<file path="config.mk">
export PLATFORM = sky130hd
export DESIGN_NAME = control_unit
export DESIGN_NICKNAME = d
export VERILOG_FILES = /design/src/rtl/cu_pkg.sv /design/src/rtl/cu_step_timer.sv /design/src/rtl/control_unit.sv
export SDC_FILE = /design/constraint.sdc
export NUM_CORES = 1
export LEC_CHECK = 0
export ABC_AREA = 1
export BUFFER_PORTS_ARGS = -buffer_cell sky130_fd_sc_hd__buf_2
export CAP_MARGIN = 10
export CORE_MARGIN = 2
export CORE_UTILIZATION = 34
export CTS_CLUSTER_DIAMETER = 120
export DETAILED_ROUTE_END_ITERATION = 6
export GPL_TIMING_DRIVEN = 0
export PLACE_DENSITY = 0.76
export SLEW_MARGIN = 20
export SYNTH_ARGS = -nofsm -noshare
export SYNTH_HDL_FRONTEND = slang
export SYNTH_SLANG_ARGS = --single-unit
export TNS_END_PERCENT = 50
</file>
<file path="constraint.sdc">
create_clock -name Clock -period 1.5 [get_ports Clock]
set_clock_uncertainty 0.2 [all_clocks]
set_input_delay 0.3 -clock Clock [delete_from_list [all_inputs] [get_ports Clock]]
set_output_delay 0.3 -clock Clock [all_outputs]
set_load 0.01 [all_outputs]
</file>
<file path="src/rtl/cu_pkg.sv">
// Shared encodings for the control_unit sequencer: states, opcodes, datapath
// select codes and function codes.
package cu_pkg;

  typedef enum logic [2:0] {
    S_INIT,
    S_FETCH_L,
    S_FETCH_H,
    S_EXEC1,
    S_EXEC2,
    S_HALT
  } state_t;

  localparam logic [3:0] OP_AND = 4'h0;
  localparam logic [3:0] OP_OR  = 4'h1;
  localparam logic [3:0] OP_ADD = 4'h2;
  localparam logic [3:0] OP_SUB = 4'h3;
  localparam logic [3:0] OP_MOV = 4'h4;
  localparam logic [3:0] OP_LD  = 4'h5;
  localparam logic [3:0] OP_ST  = 4'h6;
  localparam logic [3:0] OP_BRA = 4'h7;
  localparam logic [3:0] OP_BNE = 4'h8;
  localparam logic [3:0] OP_HLT = 4'hF;

  localparam logic [1:0] ARF_PC = 2'b00;
  localparam logic [1:0] ARF_AR = 2'b01;
  localparam logic [1:0] ARF_SP = 2'b10;

  localparam logic [3:0] ARF_EN_PC = 4'b1000;
  localparam logic [3:0] ARF_EN_AR = 4'b0100;
  localparam logic [3:0] ARF_EN_SP = 4'b0010;

  localparam logic [1:0] FUN_DEC  = 2'b00;
  localparam logic [1:0] FUN_INC  = 2'b01;
  localparam logic [1:0] FUN_LOAD = 2'b10;
  localparam logic [1:0] FUN_CLR  = 2'b11;

  localparam logic [3:0] ALU_PASS_A = 4'b0000;
  localparam logic [3:0] ALU_ADD    = 4'b0100;
  localparam logic [3:0] ALU_SUB    = 4'b0110;
  localparam logic [3:0] ALU_AND    = 4'b0111;
  localparam logic [3:0] ALU_OR     = 4'b1000;

  // RF read port code for general register n (R1..R4 -> n = 0..3)
  function automatic logic [2:0] rf_sel(input logic [1:0] n);
    return {1'b1, n};
  endfunction

  // RF one-hot write enable for general register n
  function automatic logic [3:0] rf_en(input logic [1:0] n);
    return 4'b1000 >> n;
  endfunction

  // ALU function for the two-operand arithmetic/logic opcodes
  function automatic logic [3:0] alu_fun(input logic [3:0] op);
    case (op)
      OP_AND:  return ALU_AND;
      OP_OR:   return ALU_OR;
      OP_ADD:  return ALU_ADD;
      OP_SUB:  return ALU_SUB;
      default: return ALU_PASS_A;
    endcase
  endfunction

endpackage

</file>
<file path="src/rtl/cu_step_timer.sv">
// Micro-step timer: counts clocks within a step and flags the final one,
// where register loads and memory writes are strobed.
module cu_step_timer #(
  parameter int unsigned STEP_CYCLES = 3
) (
  input  logic clk,
  input  logic reset,
  output logic last_cycle
);

  localparam int unsigned CW = $clog2(STEP_CYCLES);

  logic [CW-1:0] cyc;

  assign last_cycle = (cyc == CW'(STEP_CYCLES - 1));

  always_ff @(posedge clk) begin
    if (reset || last_cycle) cyc <= '0;
    else                     cyc <= cyc + CW'(1);
  end

endmodule

</file>
<file path="src/rtl/control_unit.sv">
// Hardwired sequencer for ALU_System: fetches a 16-bit instruction in two
// bytes, decodes it and drives the datapath selects for each micro-step.
module control_unit
  import cu_pkg::*;
#(
  parameter int unsigned STEP_CYCLES = 3
) (
  input  logic        Clock,
  input  logic        Reset,
  input  logic [15:0] IR_Out,
  input  logic [3:0]  ALU_ZCNO,
  output logic [1:0]  MuxASel,
  output logic [1:0]  MuxBSel,
  output logic        MuxCSel,
  output logic [2:0]  RF_OutASel,
  output logic [2:0]  RF_OutBSel,
  output logic [1:0]  RF_FunSel,
  output logic [3:0]  RF_RSel,
  output logic [3:0]  RF_TSel,
  output logic [3:0]  ALU_FunSel,
  output logic [1:0]  ARF_OutASel,
  output logic [1:0]  ARF_OutBSel,
  output logic [1:0]  ARF_FunSel,
  output logic [3:0]  ARF_RSel,
  output logic [1:0]  IR_Funsel,
  output logic        IR_Enable,
  output logic        IR_LH,
  output logic        Mem_WR,
  output logic        Mem_CS,
  output logic        InstrDone,
  output logic        Illegal,
  output logic        Halted
);

  state_t state, next_state;
  logic   last_cycle;

  logic [3:0] op;
  logic       am;
  logic [1:0] rd, rs;
  logic       zero;
  logic       unused_bits;

  assign op   = IR_Out[15:12];
  assign am   = IR_Out[11];
  assign rd   = IR_Out[9:8];
  assign rs   = IR_Out[1:0];
  assign zero = ALU_ZCNO[3];
  assign unused_bits = ^{IR_Out[10], IR_Out[7:2], ALU_ZCNO[2:0]};

  cu_step_timer #(.STEP_CYCLES(STEP_CYCLES)) u_timer (
    .clk        (Clock),
    .reset      (Reset),
    .last_cycle (last_cycle)
  );

  // State advances only at step boundaries; reset wins at any cycle.
  always_ff @(posedge Clock) begin
    if (Reset)           state <= S_INIT;
    else if (last_cycle) state <= next_state;
  end

  // Step intents, turned into final-cycle strobes below.
  logic rd_load, ar_load, pc_load, mem_write, done, bad;

  always_comb begin
    MuxASel     = 2'b00;
    MuxBSel     = 2'b00;
    MuxCSel     = 1'b0;
    RF_OutASel  = 3'b000;
    RF_OutBSel  = 3'b000;
    RF_FunSel   = 2'b00;
    RF_RSel     = 4'b0000;
    RF_TSel     = 4'b0000;
    ALU_FunSel  = 4'b0000;
    ARF_OutASel = 2'b00;
    ARF_OutBSel = 2'b00;
    ARF_FunSel  = 2'b00;
    ARF_RSel    = 4'b0000;
    IR_Funsel   = 2'b00;
    IR_Enable   = 1'b0;
    IR_LH       = 1'b0;
    Mem_WR      = 1'b0;
    Mem_CS      = 1'b1;
    InstrDone   = 1'b0;
    Illegal     = 1'b0;
    Halted      = 1'b0;
    next_state  = state;
    rd_load     = 1'b0;
    ar_load     = 1'b0;
    pc_load     = 1'b0;
    mem_write   = 1'b0;
    done        = 1'b0;
    bad         = 1'b0;

    case (state)
      S_INIT: begin
        ARF_FunSel = FUN_CLR;
        RF_FunSel  = FUN_CLR;
        if (last_cycle) begin
          ARF_RSel = ARF_EN_PC | ARF_EN_AR | ARF_EN_SP;
          RF_RSel  = 4'b1111;
        end
        next_state = S_FETCH_L;
      end

      S_FETCH_L, S_FETCH_H: begin
        Mem_CS      = 1'b0;
        ARF_OutBSel = ARF_PC;
        IR_Funsel   = FUN_LOAD;
        IR_LH       = (state == S_FETCH_H);
        ARF_FunSel  = FUN_INC;
        if (last_cycle) begin
          IR_Enable = 1'b1;
          ARF_RSel  = ARF_EN_PC;
        end
        next_state = (state == S_FETCH_L) ? S_FETCH_H : S_EXEC1;
      end

      S_EXEC1: begin
        next_state = S_FETCH_L;
        case (op)
          OP_AND, OP_OR, OP_ADD, OP_SUB: begin
            RF_OutASel = rf_sel(rd);
            RF_OutBSel = rf_sel(rs);
            ALU_FunSel = alu_fun(op);
            rd_load    = 1'b1;
            done       = 1'b1;
          end
          OP_MOV: begin
            RF_OutASel = rf_sel(rs);
            ALU_FunSel = ALU_PASS_A;
            rd_load    = 1'b1;
            done       = 1'b1;
          end
          OP_LD, OP_ST: begin
            if (am && op == OP_LD) begin
              MuxASel = 2'b10;
              rd_load = 1'b1;
              done    = 1'b1;
            end else if (am) begin
              bad = 1'b1;
            end else begin
              // direct mode: latch the address into AR first
              MuxBSel    = 2'b10;
              ar_load    = 1'b1;
              next_state = S_EXEC2;
            end
          end
          OP_BRA: begin
            MuxBSel = 2'b10;
            pc_load = 1'b1;
            done    = 1'b1;
          end
          OP_BNE: begin
            MuxBSel = 2'b10;
            pc_load = ~zero;
            done    = 1'b1;
          end
          OP_HLT:  next_state = S_HALT;
          default: bad = 1'b1;
        endcase
      end

      S_EXEC2: begin
        ARF_OutBSel = ARF_AR;
        Mem_CS      = 1'b0;
        if (op == OP_ST) begin
          RF_OutASel = rf_sel(rd);
          ALU_FunSel = ALU_PASS_A;
          mem_write  = 1'b1;
        end else begin
          MuxASel = 2'b01;
          rd_load = 1'b1;
        end
        done       = 1'b1;
        next_state = S_FETCH_L;
      end

      S_HALT: Halted = 1'b1;

      default: next_state = S_INIT;
    endcase

    if (rd_load)            RF_FunSel  = FUN_LOAD;
    if (ar_load || pc_load) ARF_FunSel = FUN_LOAD;
    if (last_cycle) begin
      if (rd_load) RF_RSel  = rf_en(rd);
      if (ar_load) ARF_RSel = ARF_EN_AR;
      if (pc_load) ARF_RSel = ARF_EN_PC;
      Mem_WR    = mem_write;
      InstrDone = done;
      Illegal   = bad;
    end
  end

endmodule

</file>
==> flow_metrics.env, run 1 <==
export IMPL_outcome="complete, but fails checks"
export IMPL_violations="negative setup slack"
export IMPL_area_growth_pct=108.5
export IMPL_vias=1136
export IMPL_synth_seq_cells=5
export IMPL_grt_remaining_overflow=0
export IMPL_cp_startpoint="u_timer.cyc[0]$_SDFF_PP0_"
export IMPL_syn_inst=133
export IMPL_setup_slack_ns=-0.4841
export IMPL_min_period_ns=1.984
export IMPL_post_route_drc_count=0
export IMPL_gp_congestion=0.8036
export IMPL_fin_crit_sh=1.323
export IMPL_worstSetupPathType="flop to output port"
export IMPL_nFillCells=148
export IMPL_cts_tree="built"
export IMPL_synth_edff_count=0
export IMPL_cts_root_buf="clkbuf_4"
export IMPL_start_util=0.3707
export IMPL_syn_area_sq_um=749.5
export IMPL_crit_end="InstrDone"
export IMPL_chipWidth_um=50.95
export IMPL_critical_path_arrival_ns=1.48
export IMPL_r2r_start="u_timer.cyc[0]$_SDFF_PP0_"
export IMPL_post_synth_cell_area_avg_sq_um=5.635
export IMPL_clk_latency_ns=0.24
export IMPL_drive_gt1_frac=0.6963
export IMPL_path_max_fanout=3
export IMPL_synth_common_cells="30 x nand2_1, 19 x inv_1, 14 x nor2_1, 13 x buf_4"
export IMPL_portBuffers=44
export IMPL_setup_violations=33
export IMPL_whs_path_depth=2
export IMPL_grt_pass1_wl_mm=4.015
export IMPL_postCtsHoldBufs=0
export IMPL_firstDrtPassIters=4
export IMPL_antenna_found_initial=0
export IMPL_synth_area_leaders="nand2_1 15%, dfxtp_1 13%, buf_4 13%"
export IMPL_required_ns=1.00
export IMPL_yosysTopAreaCell="nand2_1"
export IMPL_hold_path_class="primary input to flop"
export IMPL_async_reset_ff_frac=0
export IMPL_yosys_warnings=0
export IMPL_via_per_inst=4.714
export IMPL_cts_sinks=5
export IMPL_ys_types=23
export IMPL_yosys_area_top_type_share=0.1503
export IMPL_cap_violations=0
export IMPL_cts_max_level=1
export IMPL_grt_start_max_net_pins=9
export IMPL_endpoint_kind="output port"
export IMPL_rows=16
export IMPL_cts_buffer_depth=2
export IMPL_die_area_sq_mm=0.002596
export IMPL_die_y_um=50.95
export IMPL_fin_cells=241
export IMPL_power_density_mw_per_mm2=535.8
export IMPL_yosysSeqAreaShare=0.1336
export IMPL_io_pins=66
export IMPL_cts_inserted_buffers=3
export IMPL_vdd_drop_max_mv=0.8486
export IMPL_core_sq_mm=0.002022
export IMPL_drtIter0Drc=16
export IMPL_hold_start="Reset"
export IMPL_synth_mux_area_frac=0
export IMPL_total_power_mw=0.8374
export IMPL_antenna_cells=0
export IMPL_rsz0062_at_grt="true"
export IMPL_clk_pin_slew_ns=0.04
export IMPL_max_freq_mhz=504.0
export IMPL_hold_viol_final=0
export IMPL_r2r_slack_ns=0.07
export IMPL_setup_tns_ns=-9.393
export IMPL_yosysMostFrequentCell="nand2_1"
export IMPL_r2r_cells=5
export IMPL_regArea_sq_um=113.9
export IMPL_worst_r2r_endpoint="state[1]$_SDFFE_PP0P_"
export IMPL_finalWirelength_mm=3.006
export IMPL_ys_flop_type="dfxtp_1"
export IMPL_yosys_area_share_simple=0.4758
export IMPL_multi_input_area_sq_um=715.7
export IMPL_start_kind="flop"
export IMPL_yosys_area_share_xor_xnor=0
export IMPL_maxSlewViolCount=0
export IMPL_wire_per_inst_um=12.47
export IMPL_grt_usage=0.2011
export IMPL_synth_top_family_by_area="simple AND/OR/NAND/NOR gates"
export IMPL_antenna_left=0
export IMPL_placed_cells_incl_taps=214
export IMPL_leakage_nw=0.8485
export IMPL_synth_compound_area_share=0.1085
export IMPL_grt_pass1_vias=985
export IMPL_synthAdderAreaFrac=0.01669
export IMPL_nets=238
export IMPL_post_dp_hpwl_mm=1.725
[layer usage]
layer | GRT usage | vias up | wire [um] | share of wire
met4 | 0.09910 | 0 | 141 | 0.047
met2 | 0.3810 | 68 | 1547 | 0.51
li1 | - | 558 | - | -
met3 | 0.02924 | 14 | 231 | 0.077
met5 | 0 | - | 0 | 0
met1 | 0.2131 | 496 | 1086 | 0.36
[state kept, by name (all words and copies together) (netlist names)]
| name | count |
|---|---|
| state | 3 |
| u_timer.cyc | 2 |
[stage by stage]
step	worst slack (ns)	util	hold slack (ns)	cell area, sq um
floorplan	-0.09716	-	0.1617	887.1
CTS	-0.3649	0.6856	0.03775	1386
finish	-0.4841	0.7729	0.06316	1563
global route	-0.5573	0.7729	0.06513	1563
global placement	-0.3426	0.5644	0.1951	1141
detailed placement	-0.3919	0.5644	0.2006	1141
[critical path, stage by stage (launching register included)]
cell,delay [ns]
dfxtp_2,0.32
inv_2,0.06
ha_4,0.14
clkinvlp_4,0.11
a21oi_2,0.15
inv_1,0.06
nor2_1,0.14
nand2_1,0.12
inv_2,0.07
buf_6,0.09
[cell usage in the layout (no fill, tap or decap), drive strengths merged]
master / synthesis / routed
or2: 1 / 1
nand2: 32 / 32
conb: 1 / 11
o22ai: 3 / 3
a21oi: 6 / 6
clkinvlp: 0 / 2
clkbuf: 0 / 4
buf: 13 / 80
inv: 26 / 24
a211oi: 1 / 1
o21ai: 2 / 2
nor2: 23 / 23
nor3: 5 / 5
dfxtp: 5 / 5
nand3: 8 / 8
nand4: 5 / 5
o211ai: 1 / 1
ha: 1 / 1
[kinds of logic after synthesis]
group                    count (synthesis)
AND/OR/NAND/NOR                         74
buffers and inverters                   39
AO/OA/AOI/OAI                           13
flip-flops                               5
adder cells (fa/ha/maj)                  1
other                                    1
[final cells by class]
cell class,instances,share of cell area
multi-input combinational,99,0.4580
sequential,5,0.07286
inverter,26,0.07526
timing repair buffer,68,0.2954
clock buffer,4,0.01681
tap,27,0.02162
buffer,12,0.06005
[worst min-delay path by stage]
stage | end | slack (ns)
2_1_floorplan | state[0]$_SDFFE_PP0P_ | 0.16
3_3_place_gp | u_timer.cyc[0]$_SDFF_PP0_ | 0.20
3_5_place_dp | u_timer.cyc[0]$_SDFF_PP0_ | 0.20
4_1_cts | state[0]$_SDFFE_PP0P_ | 0.04
5_1_grt | state[2]$_SDFFE_PP0P_ | 0.07
6_report | state[0]$_SDFFE_PP0P_ | 0.06
[power breakdown]
| part | total [mW] | internal [mW] | switching, mW |
|---|---|---|---|
| clock network | 0.156 | 0.101 | 0.0555 |
| registers | 0.172 | 0.151 | 0.0213 |
| logic | 0.509 | 0.232 | 0.277 |
| total | 0.837 | 0.484 | 0.354 |
[what timing repair did]
item                       in CTS  in global routing
pin swaps                      14                 14
setup endpoints to repair      30                 36
cloned                          0                  0
setup buffers                  15                  9
resized for setup              29                 27
(Power assumes the default switching activity.)
==> run 2, diff against run 1 <==
--- a/config.mk
+++ b/config.mk
@@ -13,7 +13,7 @@
 export CTS_CLUSTER_DIAMETER = 120
 export DETAILED_ROUTE_END_ITERATION = 6
 export GPL_TIMING_DRIVEN = 0
-export PLACE_DENSITY = 0.76
+export PLACE_DENSITY = 0.72
 export SLEW_MARGIN = 20
 export SYNTH_ARGS = -nofsm -noshare
 export SYNTH_HDL_FRONTEND = slang
==> flow_metrics.env, run 2 (synthesis gave the netlist of run 1 again) <==
export IMPL_outcome="complete, but fails checks"
export IMPL_violations="negative setup slack"
export IMPL_chipWidth_um=50.95
export IMPL_io_pins=66
export IMPL_cts_tree="built"
export IMPL_final_common_cell="buf_2"
export IMPL_vias=1105
export IMPL_grt_pass1_vias=1015
export IMPL_path_max_fanout=4
export IMPL_setup_slack_ns=-0.4178
export IMPL_gp_congestion=0.7635
export IMPL_cts_max_level=1
export IMPL_vdd_drop_max_mv=0.6714
export IMPL_crit_path_cell_trace="nor2_4, inv_4, nor2_4, inv_2, nor2_4, nor2_2, o22ai_2, buf_2"
export IMPL_required_ns=1.00
export IMPL_die_area_sq_mm=0.002596
export IMPL_fin_cells=233
export IMPL_cts_root_buf="clkbuf_4"
export IMPL_start_util=0.3707
export IMPL_antenna_found_initial=0
export IMPL_cts_buffer_depth=2
export IMPL_critical_path_arrival_ns=1.42
export IMPL_grt_remaining_overflow=0
export IMPL_endpoint_kind="output port"
export IMPL_finalWirelength_mm=2.731
export IMPL_drtIter0Drc=3
export IMPL_fin_crit_sh=1.279
export IMPL_r2r_slack_ns=-0.06
export IMPL_core_sq_mm=0.002022
export IMPL_total_power_mw=0.8070
export IMPL_top_regs="state (3), u_timer.cyc (2)"
export IMPL_wire_per_inst_um=11.72
export IMPL_final_cell_mix="35 x buf_2, 26 x buf_4, 24 x nand2_1, 12 x inv_1"
export IMPL_placed_cells_incl_taps=214
export IMPL_crit_top_cell="nor2_4"
export IMPL_largest_reg_flops=3
export IMPL_rows=16
export IMPL_cts_inserted_buffers=3
export IMPL_antenna_cells=0
export IMPL_cap_violations=0
export IMPL_post_route_drc_count=0
export IMPL_min_period_ns=1.918
export IMPL_hold_viol_final=0
export IMPL_area_growth_pct=94.99
export IMPL_firstDrtPassIters=4
export IMPL_worstSetupPathType="flop to output port"
export IMPL_start_kind="flop"
export IMPL_grt_pass1_wl_mm=4.098
export IMPL_grt_start_max_net_pins=9
export IMPL_clk_latency_ns=0.23
export IMPL_via_per_inst=4.742
export IMPL_maxSlewViolCount=0
export IMPL_clk_pin_slew_ns=0.04
export IMPL_cts_sinks=5
export IMPL_fin_util=0.7228
export IMPL_power_density_mw_per_mm2=552.2
export IMPL_post_dp_hpwl_mm=1.770
export IMPL_setup_violations=36
export IMPL_largest_register="state"
export IMPL_grt_usage=0.2027
export IMPL_max_freq_mhz=521.4
export IMPL_portBuffers=44
export IMPL_max_stage_delay_ns=0.37
export IMPL_drive_gt1_frac=0.6505
export IMPL_nets=230
export IMPL_rsz0062_at_grt="true"
export IMPL_antenna_left=0
export IMPL_leakage_nw=0.8274
export IMPL_die_y_um=50.95
export IMPL_hold_path_class="primary input to flop"
export IMPL_crit_path_top_delay_cell="dfxtp_4"
## run 2: path summary, 6_finish.rpt
path,startpoint,end,cells after the start
max reg2reg,u_timer.cyc[0]$_SDFF_PP0_,state[1]$_SDFFE_PP0P_,6
min,Reset,state[0]$_SDFFE_PP0P_,2
min reg2reg,u_timer.cyc[0]$_SDFF_PP0_,u_timer.cyc[0]$_SDFF_PP0_,1
max,state[1]$_SDFFE_PP0P_,RF_OutASel[0],8
## run 2: repair_timing
| action | in CTS | in global routing |
|---|---|---|
| hold buffers | 0 | 0 |
| endpoints found under the setup margin | 30 | 34 |
| gates resized for setup | 32 | 13 |
| buffers inserted | 13 | 3 |
| pin swaps | 12 | 11 |
## run 2: power breakdown
part / switching [mW] / leakage, nW / internal [mW]
Clock: 0.0518 / 0.0150 / 0.100
Sequential: 0.0236 / 0.0438 / 0.151
Combinational: 0.258 / 0.769 / 0.223
## run 2: metrics by stage
| stage | TNS (ns) | hold slack, ns | area, sq um | setup slack (ns) |
|---|---|---|---|---|
| floorplan | -0.5005 | 0.1617 | 887.1 | -0.09716 |
| global placement | -5.011 | 0.1935 | 1141 | -0.3532 |
| detailed placement | -5.697 | 0.1991 | 1141 | -0.4061 |
| CTS | -8.203 | 0.07633 | 1384 | -0.3948 |
| global route | -11.25 | 0.06300 | 1461 | -0.4956 |
| finish | -8.945 | 0.06787 | 1461 | -0.4178 |
## run 2: layout make-up
class                      count  area [sq um]
timing repair buffer          60         404.1
inverter                      26         120.1
clock buffer                   4         26.28
sequential                     5         113.9
multi-input combinational     99         673.1
buffer                        12         90.09
fill                         160         560.5
tap                           27         33.78
## run 2: critical path: cells and delay by family (launching register included)
family,cells,cell delay [ns]
buffers and inverters,3,0.28
DFF,1,0.37
and+or+nand+nor,4,0.45
AOI/OAI and AO/OA,1,0.09
## run 2: routing by layer
layer / GRT usage / up-vias / routed length (um)
met5: 0 / - / 0
met4: 0.04505 / 0 / 70
met3: 0.03509 / 9 / 217
met2: 0.4048 / 54 / 1487
met1: 0.2161 / 495 / 957
li1: - / 547 / -
==> run 3, diff against run 2 <==
--- a/config.mk
+++ b/config.mk
@@ -8,12 +8,14 @@
 export ABC_AREA = 1
 export BUFFER_PORTS_ARGS = -buffer_cell sky130_fd_sc_hd__buf_2
 export CAP_MARGIN = 10
+export CORE_ASPECT_RATIO = 1.5
 export CORE_MARGIN = 2
 export CORE_UTILIZATION = 34
 export CTS_CLUSTER_DIAMETER = 120
 export DETAILED_ROUTE_END_ITERATION = 6
 export GPL_TIMING_DRIVEN = 0
 export PLACE_DENSITY = 0.72
+export SETUP_SLACK_MARGIN = 0.02
 export SLEW_MARGIN = 20
 export SYNTH_ARGS = -nofsm -noshare
 export SYNTH_HDL_FRONTEND = slang
==> flow_metrics.env, run 3 (synthesis gave the netlist of run 1 again) <==
export IMPL_rsz0062_at_grt="true"
export IMPL_hold_viol_final=0
export IMPL_r2r_cells=6
export IMPL_endpoint_kind="output port"
export IMPL_required_ns=1.00
export IMPL_setup_violations=33
export IMPL_chipWidth_um=42.34
export IMPL_placed_area_sq_mm=0.001141
export IMPL_total_power_mw=0.8637
export IMPL_via_per_inst=4.844
export IMPL_cts_max_level=1
export IMPL_io_pins=66
export IMPL_p_sw_mw=0.3621
export IMPL_die_y_um=61.50
export IMPL_area_growth_pct=111.4
export IMPL_path_depth=9
export IMPL_worstSetupPathType="flop to output port"
export IMPL_final_cell_mix="36 x buf_2, 28 x buf_4, 23 x nand2_1, 17 x buf_6, 12 x nor2_4"
export IMPL_top_regs="state (3), u_timer.cyc (2)"
export IMPL_fin_hold_ws_ns=0.06358
export IMPL_p_clk_frac=0.187
export IMPL_fin_crit_sh=1.304
export IMPL_finalWirelength_mm=2.924
export IMPL_nFillCells=148
export IMPL_cts_sinks=5
export IMPL_grt_pass1_wl_mm=3.905
export IMPL_gp_congestion=0.7334
export IMPL_fin_area_sq_mm=0.001584
export IMPL_critical_path_arrival_ns=1.46
export IMPL_path_max_fanout=4
export IMPL_start_kind="flop"
export IMPL_postCtsHoldBufs=0
export IMPL_cp_top_family="buffers and inverters"
export IMPL_setup_slack_ns=-0.4565
export IMPL_grt_remaining_overflow=0
export IMPL_maxSlewViolCount=0
export IMPL_largest_register="state"
export IMPL_power_density_mw_per_mm2=545.3
export IMPL_portBuffers=44
export IMPL_path_buf_inv=5
export IMPL_vias=1148
export IMPL_antenna_found_initial=0
export IMPL_max_stage_delay_ns=0.32
export IMPL_cts_inserted_buffers=3
export IMPL_cts_tree="built"
export IMPL_combPwrFrac=0.611
export IMPL_max_freq_mhz=511.1
export IMPL_switching_share=0.4193
export IMPL_largest_reg_flops=3
export IMPL_regArea_sq_um=113.9
export IMPL_cap_violations=0
export IMPL_crit_top_cell="inv_2"
export IMPL_vdd_drop_max_mv=0.4500
export IMPL_post_route_drc_count=0
export IMPL_outcome="complete, but fails checks"
export IMPL_crit_path_cell_trace="inv_2, ha_4, clkinvlp_4, a21oi_2, inv_1, nor2_1, nand2_1, inv_2, buf_6"
export IMPL_final_common_cell="buf_2"
export IMPL_cts_root_buf="clkbuf_4"
export IMPL_min_period_ns=1.956
export IMPL_post_dp_hpwl_mm=1.772
export IMPL_violations="negative setup slack"
export IMPL_core_sq_mm=0.002052
export IMPL_clk_pin_slew_ns=0.04
export IMPL_whs_path_depth=2
export IMPL_crit_path_top_delay_cell="dfxtp_2"
export IMPL_grt_start_max_net_pins=9
export IMPL_wire_per_inst_um=12.34
export IMPL_firstDrtPassIters=6
export IMPL_p_seq_frac=0.202
export IMPL_die_area_sq_mm=0.002604
export IMPL_grt_pass1_vias=973
export IMPL_start_util=0.3652
export IMPL_grt_usage=0.1969
export IMPL_cts_buffer_depth=2
export IMPL_antenna_left=0
export IMPL_clk_latency_ns=0.25
export IMPL_drtIter0Drc=18
export IMPL_antenna_cells=0
export IMPL_hold_path_class="primary input to flop"
export IMPL_rows=20
export IMPL_multi_input_area_sq_um=716.9
export IMPL_nets=239
export IMPL_drive_gt1_frac=0.6930
export IMPL_leakage_nw=0.8387
export IMPL_power_internal_mw=0.5016
run 3: cell types whose count changed in the layout (fill, tap and decap cells not counted), sizes merged:
cell,change
buf,+9
clkinv,+1
inv,-1
run 3: layer usage:
metal / GRT usage / up-vias / part of all wire
met5: 0 / - / 0
met4: 0.1161 / 0 / 0.027
met3: 0.03519 / 9 / 0.055
met2: 0.4066 / 47 / 0.62
met1: 0.1752 / 533 / 0.30
li1: - / 559 / -
run 3: worst register-to-register path: stages, from the launching register on:
cell and delay (ns):
dfxtp_2 0.33, inv_2 0.04, ha_4 0.16, buf_4 0.13, buf_6 0.13, or2_4 0.24
o22ai_2 0.12
run 3: through the flow:
step | util | setup WS, ns | std cells | setup TNS, ns
3_5_place_dp | 0.5561 | -0.4244 | 209 | -6.057
4_1_cts | 0.6707 | -0.4015 | 225 | -8.866
5_1_grt | 0.7720 | -0.5441 | 237 | -12.22
2_1_floorplan | - | -0.09716 | 143 | -0.5071
3_3_place_gp | 0.5561 | -0.3579 | 209 | -5.408
6_report | 0.7720 | -0.4565 | 237 | -9.577
run 3: final timing paths:
check / to / startpoint / slack, ns
setup / recovery: InstrDone / u_timer.cyc[0]$_SDFF_PP0_ / -0.46
hold reg to reg: u_timer.cyc[0]$_SDFF_PP0_ / u_timer.cyc[0]$_SDFF_PP0_ / 0.21
setup reg to reg: state[1]$_SDFFE_PP0P_ / u_timer.cyc[0]$_SDFF_PP0_ / 0.08
hold / removal: state[2]$_SDFFE_PP0P_ / Reset / 0.06
run 3: area by class of cell:
class                           count  share of cell area
Tap cell                           22             0.01738
Clock buffer                        4             0.01659
Multi-Input combinational cell     99              0.4526
Sequential cell                     5             0.07188
Buffer                             12             0.05687
Inverter                           26             0.07425
Timing Repair Buffer               69              0.3104
run 3: power groups by stage:
stage,sequential [mW],clock (mW),combinational (mW)
floorplan,0.172,0,0.258
global placement,0.173,0,0.361
detailed placement,0.175,0,0.368
CTS,0.171,0.168,0.448
global route,0.176,0.183,0.573
finish,0.174,0.162,0.527
run 3: timing repair:
action / CTS / global route
pin swaps: 13 / 14
setup buffers: 13 / 12
gates cloned: 0 / 0
endpoints found under the hold margin: 0 / 0
setup endpoints to repair: 32 / 34
gates resized for setup: 33 / 28
